`config.mk`:
```
export PLATFORM = sky130hd
export DESIGN_NAME = store_buffer
export DESIGN_NICKNAME = d
export VERILOG_FILES = /design/src/rtl/sb_pkg.sv /design/src/rtl/sb_match.sv /design/src/rtl/store_buffer.sv
export SDC_FILE = /design/constraint.sdc
export NUM_CORES = 1
export LEC_CHECK = 0
export BUFFER_PORTS_ARGS = -buffer_cell sky130_fd_sc_hd__buf_2
export CORE_ASPECT_RATIO = 1.4
export CORE_MARGIN = 8
export CORE_UTILIZATION = 61
export DETAILED_ROUTE_END_ITERATION = 6
export HOLD_SLACK_MARGIN = 0.05
export PLACE_DENSITY = 0.82
export SKIP_CTS_REPAIR_TIMING = 1
export SYNTH_ARGS = -nofsm -noshare
export SYNTH_HDL_FRONTEND = slang
export SYNTH_SLANG_ARGS = --single-unit
```
`constraint.sdc`:
```
create_clock -name clk -period 6.35 [get_ports clk]
set_clock_uncertainty 0.15 [all_clocks]
set_input_delay 0.635 -clock clk [delete_from_list [all_inputs] [get_ports clk]]
set_output_delay 0.635 -clock clk [all_outputs]
set_load 0.01 [all_outputs]
```
`src/rtl/sb_pkg.sv`:
```
// Shared types and sizing constants for the posted-write store buffer.
// One entry holds a buffered store: its valid bit, word address and data.
package sb_pkg;

  localparam int SB_DEPTH  = 4;
  localparam int SB_ADDR_W = 32;
  localparam int SB_DATA_W = 32;

  function automatic int sb_ptr_w(input int depth);
    return (depth > 1) ? $clog2(depth) : 1;
  endfunction

  localparam int SB_PTR_W = sb_ptr_w(SB_DEPTH);
  localparam int SB_CNT_W = SB_PTR_W + 1;

  typedef struct packed {
    logic                 valid;
    logic [SB_ADDR_W-1:0] addr;
    logic [SB_DATA_W-1:0] data;
  } sb_entry_t;

endpackage

```
`src/rtl/sb_match.sv`:
```
// Finds the youngest valid buffered store whose address equals addr_i.
// Purely combinational; entries are scanned oldest-first so the last hit is the youngest.
module sb_match
  import sb_pkg::*;
#(
  parameter int DEPTH = SB_DEPTH
) (
  input  sb_entry_t                  ents_i [DEPTH],
  input  logic [$clog2(DEPTH)-1:0]   head_i,
  input  logic [$clog2(DEPTH):0]     count_i,
  input  logic [SB_ADDR_W-1:0]       addr_i,
  output logic                       hit_o,
  output logic [SB_DATA_W-1:0]       data_o
);

  localparam int PTR_W = $clog2(DEPTH);
  localparam int CNT_W = PTR_W + 1;

  logic [PTR_W-1:0] idx;

  // Walking head..tail-1 and letting later hits overwrite earlier ones is the
  // same as a backwards priority search from tail-1; pointers wrap for free.
  always_comb begin
    hit_o  = 1'b0;
    data_o = '0;
    idx    = '0;
    for (int k = 0; k < DEPTH; k++) begin
      idx = head_i + PTR_W'(k);
      if ((CNT_W'(k) < count_i) && ents_i[idx].valid && (ents_i[idx].addr == addr_i)) begin
        hit_o  = 1'b1;
        data_o = ents_i[idx].data;
      end
    end
  end

endmodule

```
`src/rtl/store_buffer.sv`:
```
// Posted-write buffer between the control stage and data memory: queues stores,
// drains one per idle memory cycle, and forwards the youngest buffered data to loads.
module store_buffer
  import sb_pkg::*;
#(
  parameter int DEPTH  = SB_DEPTH,
  parameter int ADDR_W = SB_ADDR_W,
  parameter int DATA_W = SB_DATA_W
) (
  input  logic                   clk,
  input  logic                   rst,
  input  logic                   memWrite,
  input  logic                   memRead,
  input  logic [ADDR_W-1:0]      address,
  input  logic [DATA_W-1:0]      writeData,
  output logic                   stall,
  output logic [DATA_W-1:0]      readData,
  output logic                   fwd_hit,
  output logic                   empty,
  output logic [$clog2(DEPTH):0] count,
  output logic [ADDR_W-1:0]      dm_address,
  output logic [DATA_W-1:0]      dm_writeData,
  output logic                   dm_memWrite,
  input  logic [DATA_W-1:0]      dm_readData
);

  localparam int PTR_W = $clog2(DEPTH);
  localparam int CNT_W = PTR_W + 1;

  sb_entry_t        ents_q [DEPTH];
  sb_entry_t        ents_d [DEPTH];
  logic [PTR_W-1:0] head_q, head_d;
  logic [PTR_W-1:0] tail_q, tail_d;
  logic [CNT_W-1:0] count_q, count_d;

  logic             drain;
  logic             accept;
  logic             fwd_match;
  logic [DATA_W-1:0] fwd_data;

  // Loads own the single memory port; a drain only happens on cycles without one.
  assign drain  = (count_q != '0) && !memRead;
  assign accept = memWrite && ((count_q < CNT_W'(DEPTH)) || drain);

  sb_match #(
    .DEPTH (DEPTH)
  ) u_match (
    .ents_i  (ents_q),
    .head_i  (head_q),
    .count_i (count_q),
    .addr_i  (address),
    .hit_o   (fwd_match),
    .data_o  (fwd_data)
  );

  // When full, push and pop hit the same slot; the push is applied last and wins.
  always_comb begin
    ents_d  = ents_q;
    head_d  = head_q;
    tail_d  = tail_q;
    count_d = count_q;
    if (drain) begin
      ents_d[head_q].valid = 1'b0;
      head_d               = head_q + 1'b1;
    end
    if (accept) begin
      ents_d[tail_q] = '{valid: 1'b1, addr: address, data: writeData};
      tail_d         = tail_q + 1'b1;
    end
    case ({accept, drain})
      2'b10:   count_d = count_q + 1'b1;
      2'b01:   count_d = count_q - 1'b1;
      default: count_d = count_q;
    endcase
  end

  always_ff @(posedge clk or negedge rst) begin
    if (!rst) begin
      head_q  <= '0;
      tail_q  <= '0;
      count_q <= '0;
      for (int i = 0; i < DEPTH; i++) begin
        ents_q[i] <= '0;
      end
    end else begin
      head_q  <= head_d;
      tail_q  <= tail_d;
      count_q <= count_d;
      ents_q  <= ents_d;
    end
  end

  // Outputs are forced quiet while reset is asserted, independent of the clock.
  always_comb begin
    stall        = 1'b0;
    fwd_hit      = 1'b0;
    readData     = '0;
    dm_memWrite  = 1'b0;
    dm_address   = '0;
    dm_writeData = '0;
    if (rst) begin
      stall = memWrite && !accept;
      if (memRead) begin
        dm_address = address;
        fwd_hit    = fwd_match;
        readData   = fwd_match ? fwd_data : dm_readData;
      end else if (drain) begin
        dm_address   = ents_q[head_q].addr;
        dm_writeData = ents_q[head_q].data;
        dm_memWrite  = 1'b1;
      end else begin
        dm_address = address;
      end
    end
  end

  assign count = count_q;
  assign empty = (count_q == '0);

endmodule

```
Word-level counts from Yosys, hierarchy flattened
Index checks and enable logic that the tools add are counted.
Widths: inputs -> output; s select.
{"block": "classes", "addsub": 6, "magnitude_cmp": 12, "eq_ne": 6, "mux": 44, "bitwise": 5, "n_reduce_logical": 19}
{"cell": "$mux 65", "count": 10}
{"cell": "$bmux 65 s2", "count": 4}
{"cell": "$bwmux 260", "count": 2}
{"cell": "$mux 260", "count": 2}
{"cell": "$mux 32", "count": 13}
{"cell": "$demux 65 s2", "count": 2}
{"cell": "$eq 32x32->1", "count": 4}
{"cell": "$ge 3x3->1 const B", "count": 5}
{"cell": "$not 2->3", "count": 5}
{"cell": "$logic_and 1x1->1", "count": 13}
{"cell": "$mux 1", "count": 10}
{"cell": "$lt 1x3->1 const A", "count": 2}
{"cell": "$lt 2x3->1 const A", "count": 2}
{"cell": "$lt 3x1->1 const B", "count": 2}
{"cell": "$pmux 3 s2", "count": 1}
{"cell": "$add 2x1->2 const B", "count": 2}
{"cell": "$add 2x2->2 const B", "count": 2}
{"cell": "$add 3x1->3 const B", "count": 1}
{"cell": "$logic_not 3->1", "count": 1}
{"cell": "$lt 3x3->1 const B", "count": 1}
{"cell": "$reduce_bool 3->1", "count": 1}
{"cell": "$sub 3x1->3 const B", "count": 1}
{"cell": "$eq 2x1->1 const B", "count": 1}
{"cell": "$eq 2x2->1 const B", "count": 1}
{"cell": "other kinds (3)", "count": 4}
{"block": "word_totals", "regBits": 267, "word_cells": 107}

Logic depth before layout (Yosys ltp)
{"block": "logic_depth", "ltp_word": 13, "mapped_depth": 23, "mapped_depth_nobuf": 11}

By module
From an unflattened synthesis, not the netlist that was laid out.
{"block": "hier_totals", "cells_unflattened": 1989, "area_unflattened_um2": 22074.9}
{"mod": "store_buffer", "instances": 1, "cells_each": 825, "area_each_um2": 13501.7, "seq_area_each_um2": 6681.4}
{"mod": "sb_match", "instances": 1, "cells_each": 1164, "area_each_um2": 8573.2, "seq_area_each_um2": 0.0}

Worst setup path before layout
OpenSTA, ideal clock, no wires.
{"block": "synth_path", "path_kind": "reg-to-output", "startpoint": "register head_q[1]", "endpoint": "output port readData[17]", "t_arrival_ns": 4.792, "setup_slack_ns": 0.773, "stages_incl_launch_ff": 19, "cell_sequence": "dfrtp_1 -> buf_6 -> buf_6 -> buf_12 -> clkinv_1 -> clkbuf_1 -> clkbuf_1 -> clkbuf_1 -> ha_1 -> buf_6 -> buf_4 -> buf_4 -> buf_2 -> buf_2 -> buf_1 -> dlygate4sd3_1 -> mux4_4 -> a221oi_2 -> nor2_1"}
{"block": "synth_between", "elab_chain_len": 13, "word_cells_on_any_way": 42, "cone_classes": "add/sub (3); eq/ne (4); mux (23); bitwise (4); reduce/logical (8)"}
{"element": "start: declaration", "line": "store_buffer.sv:32", "source": "logic [PTR_W-1:0] head_q, head_d;"}
{"element": "start signal: assignment", "line": "store_buffer.sv:79", "source": "head_q <= '0;"}
{"element": "start signal: assignment", "line": "store_buffer.sv:86", "source": "head_q <= head_d;"}
{"element": "$add 2x1->2 or $not 2->3 (tied branches)", "line": "sb_match.sv:28, sb_match.sv:29, sb_match.sv:31"}
{"element": "$not 2->3 (implied by the code) or $bmux 65 s2 (tied branches)", "line": "sb_match.sv:29, sb_match.sv:31"}
{"element": "$bmux 65 s2 or $mux 65 (tied branches)", "line": "sb_match.sv:29, sb_match.sv:31"}
{"element": "$mux 65, on equally long branches", "line": "sb_match.sv:29, sb_match.sv:31"}
{"element": "$mux 65 (implied by the code), or another cell as far along", "line": "sb_match.sv:29", "source": "if ((CNT_W'(k) < count_i) && ents_i[idx].valid && (ents_i[idx].addr == addr_i)) begin"}
{"element": "$eq 32x32->1 or $logic_and 1x1->1 (tied branches)", "line": "sb_match.sv:29"}
{"element": "$logic_and 1x1->1, or another cell as far along", "line": "sb_match.sv:29"}
{"element": "$mux 32 or $mux 1 (tied branches) (3 in a row)", "line": "sb_match.sv:29"}
{"element": "$mux 32 *", "line": "store_buffer.sv:106", "source": "readData = fwd_match ? fwd_data : dm_readData;"}
{"element": "$mux 32 *", "line": "store_buffer.sv:103", "source": "if (memRead) begin"}
{"element": "$mux 32 *", "line": "store_buffer.sv:101", "source": "if (rst) begin"}
{"element": "end: declaration", "line": "store_buffer.sv:17", "source": "output logic [DATA_W-1:0] readData,"}
Mark *: on every way between the ends. The rest lies on a longest branch, timed or not. The select of a mux whose other input is x is not followed.

Worst setup path in the final report
{"block": "layout_path", "startpoint": "register head_q[1]", "endpoint": "output port readData[18]"}
The elaborated chain is that of the path after synthesis.

==> results.yml <==
status:
  status: "completed"
die:
  rows: 81
  core-area_um2: 34860
  dieArea_um2: 41740
  die_w_um: 175.0
  io_pins: 203
  die_h_um: 238.6
  start_util_pct: 61.91
final_layout:
  area_growth_pct: 8.638
  drive_gt1_share_pct: 37.62
  nets: 2137
  stdcell_area_um2: 23450
  instances_no_fill: 2501
  fill_cells: 2611
global_routing:
  grt_pass1_wl_um: 105100
  grt_pass1_vias: 17790
  antenna_found_initial: 3
  track_usage_pct: 31.70
  overflow: 0
  grt_max_degree: 108
synth:
  synth_top_area_cell: "dfrtp_1"
  synthFlopType: "dfrtp_1"
  synth_commonest_cells: "mux2_2, dfrtp_1, nand2_1"
  postSynthAreaPerCell_um2: 11.12
  seq_area_frac_synth_pct: 30.96
  synth_most_common_cell: "mux2_2"
  synth.distinct_cells: 85
  synthCells: 1941
  synth-edff-count: 0
  yosys_warnings: 0
  synthArstFlopShare_pct: 100.0
  yosys-top-cells-area: "dfrtp_1, mux2_2, mux4_2"
  yosysTopAreaCellShare_pct: 30.96
  syn_nets: 2054
  ys_seq_elements: 267
  synthesis.area_um2: 21580
clock_tree:
  numCtsBuffers: 28
  clk_latency_ps: 560
  htreeDepth: 1
  clock-root-buffer: "clkbuf_16"
  cts_tree: "yes"
  path_clk_slew_ps: 70
  clk_path_buf_depth: 3
  cts_sinks: 267
sta:
  setup_viol: 0
  slew_viol_final: 0
  fmax_mhz: 161.1
  slew-limit-headroom_pct: 16.48
  finalSetupTns_ps: 0
  hold_violations: 0
  worstMarginPinSlew_ps: 1253
  rsz0062_at_grt: "yes"
  fin_crit_sh_pct: 97.76
  fin_crit_ps: 6207
power:
  p_per_area_nw_per_um2: 618.2
  vdd_ir_drop_max_mv: 0.4426
  leakage_nw: 9.908
placement:
  place_area_um2: 22490
  io_buffers: 202
  dp.cells: 2446
  dp_hpwl_um: 46770
  routabilityCongestion: 1.006
critical_path:
  critical_path_arrival_ps: 5420
  critPathMaxFanout: 107
  crit_buf_inv: 3
  cp-start-kind: "flop"
  crit_family: "simple AND/OR/NAND/NOR gates"
  crit_required_ps: 5560
  cp_slowest_stage_delay_ps: 880
  crit_path_cell_trace: "buf_16, mux4_2, or2b_1, o2111ai_2, a2111oi_4, nand2_1, or4_2, buf_4, o41ai_1, a221oi_2, nor2_1, buf_2"
  path_class: "flop to output port"
  end_kind: "output port"
  cpMaxStageDelayCell: "or4_2"
route:
  dr.pass1.iters: 6
  wl_per_cell_um: 27.39
  drc: 0
  drt-initial-drc-count: 1776
  totalWireLength_um: 68510
  dr_total_vias: 17640
  ant_nets: 0
  vias_per_cell: 7.052
hold_path:
  hold_class: "input pin to flop"
run:
  cap_viol_max_count: 0
## placed cells by master (no fill, tap or decap), types with 5 or more instances in the layout
cell type / Yosys / final
o41ai_1: 12 / 11
clkbuf_1: 103 / 12
a221oi_1: 8 / 8
mux2_2: 274 / 274
ha_1: 13 / 12
inv_1: 16 / 16
a221oi_2: 30 / 30
dfrtp_1: 267 / 265
nand2_1: 207 / 203
o41ai_2: 20 / 21
buf_2: 23 / 201
buf_4: 18 / 33
nor2b_1: 9 / 9
nor2_1: 81 / 81
nand4_1: 41 / 41
mux2i_1: 105 / 105
and2_1: 13 / 14
or2_2: 5 / 5
a21oi_1: 13 / 13
o21ai_0: 136 / 136
a211oi_1: 6 / 6
nor3_1: 13 / 12
xor2_1: 12 / 12
xnor2_1: 100 / 100
nor4_1: 9 / 9
nand2b_1: 12 / 12
buf_12: 2 / 5
mux4_1: 18 / 18
o22ai_1: 7 / 7
o2111ai_1: 5 / 5
clkbuf_16: 0 / 29
nand3_1: 19 / 19
a21boi_0: 62 / 62
a31oi_1: 35 / 35
mux4_2: 132 / 132
clkbuf_8: 1 / 6
## registers in the layout (all words and copies together) (netlist names)
name    cells
head_q      2
ents_q    260
tail_q      2
count       3
## where the power goes
part           total (mW)  internal (mW)  switching [mW]  leakage (nW)
clock                1.60          0.905           0.695         0.426
combinational        9.27           4.36            4.91          6.30
sequential           3.62           2.58            1.05          3.19
total                14.5           7.85            6.65          9.91
## final timing paths
path	slack, ps	end	cells past startpoint	from
worst max register to register	3270	count[2]	9	count[0]
worst max-delay path	140	readData[18]	12	head_q[1]
min in group asynchronous	520	ents_q[229]	2	rst
worst min register to register	390	ents_q[228]	2	ents_q[228]
max in group asynchronous	3630	ents_q[68]	4	rst
worst min-delay path	190	ents_q[77]	2	writeData[12]
## final cells by class
class	instances	area, µm²	area share (%)
diodes	1	2.502	0.01067
clock buffers	47	853.3	3.639
clock inverters	3	15.01	0.06403
inverters	18	67.56	0.2882
multi-input cells	1467	13840	59.04
flip-flops and latches	267	6689	28.53
well taps	456	570.5	2.433
repair buffers	242	1406	5.998
## layer usage
| layer | track usage (%) | up-vias | wire [µm] |
|---|---|---|---|
| met5 | 0 | - | 13 |
| met3 | 4.994 | 188 | 5415 |
| met2 | 54.04 | 1003 | 34270 |
| li1 | - | 7546 | - |
| met1 | 39.13 | 8897 | 25410 |
| met4 | 14.65 | 2 | 3399 |
## stage by stage
stage / worst slack [ps] / util, % / hold slack (ps) / total power, mW
after floorplan: 773.2 / - / 189.4 / 10.27
after global placement: 876.4 / 64.52 / 354.6 / 12.36
after detailed placement: 756.9 / 64.52 / 373.8 / 12.64
after CTS: 146.3 / 67.01 / -61.72 / 14.31
after global routing: 25.07 / 67.26 / 187.2 / 15.20
final: 142.5 / 67.26 / 187.6 / 14.50
## cells by family (layout without fill, tap and decap cells)
kind of cell,after synthesis,after routing,share of synthesized area (%)
AOI/OAI and AO/OA,373,375,13.39
xor gates and xnor gates,112,112,4.545
adders and majority gates,13,13,0.7536
buffers and inverters,209,310,5.351
DFF,267,267,30.96
muxes,534,534,35.66
other,0,1,0
and+or+nand+nor,433,433,9.339
Note: power is estimated with default switching activity, not from simulation.
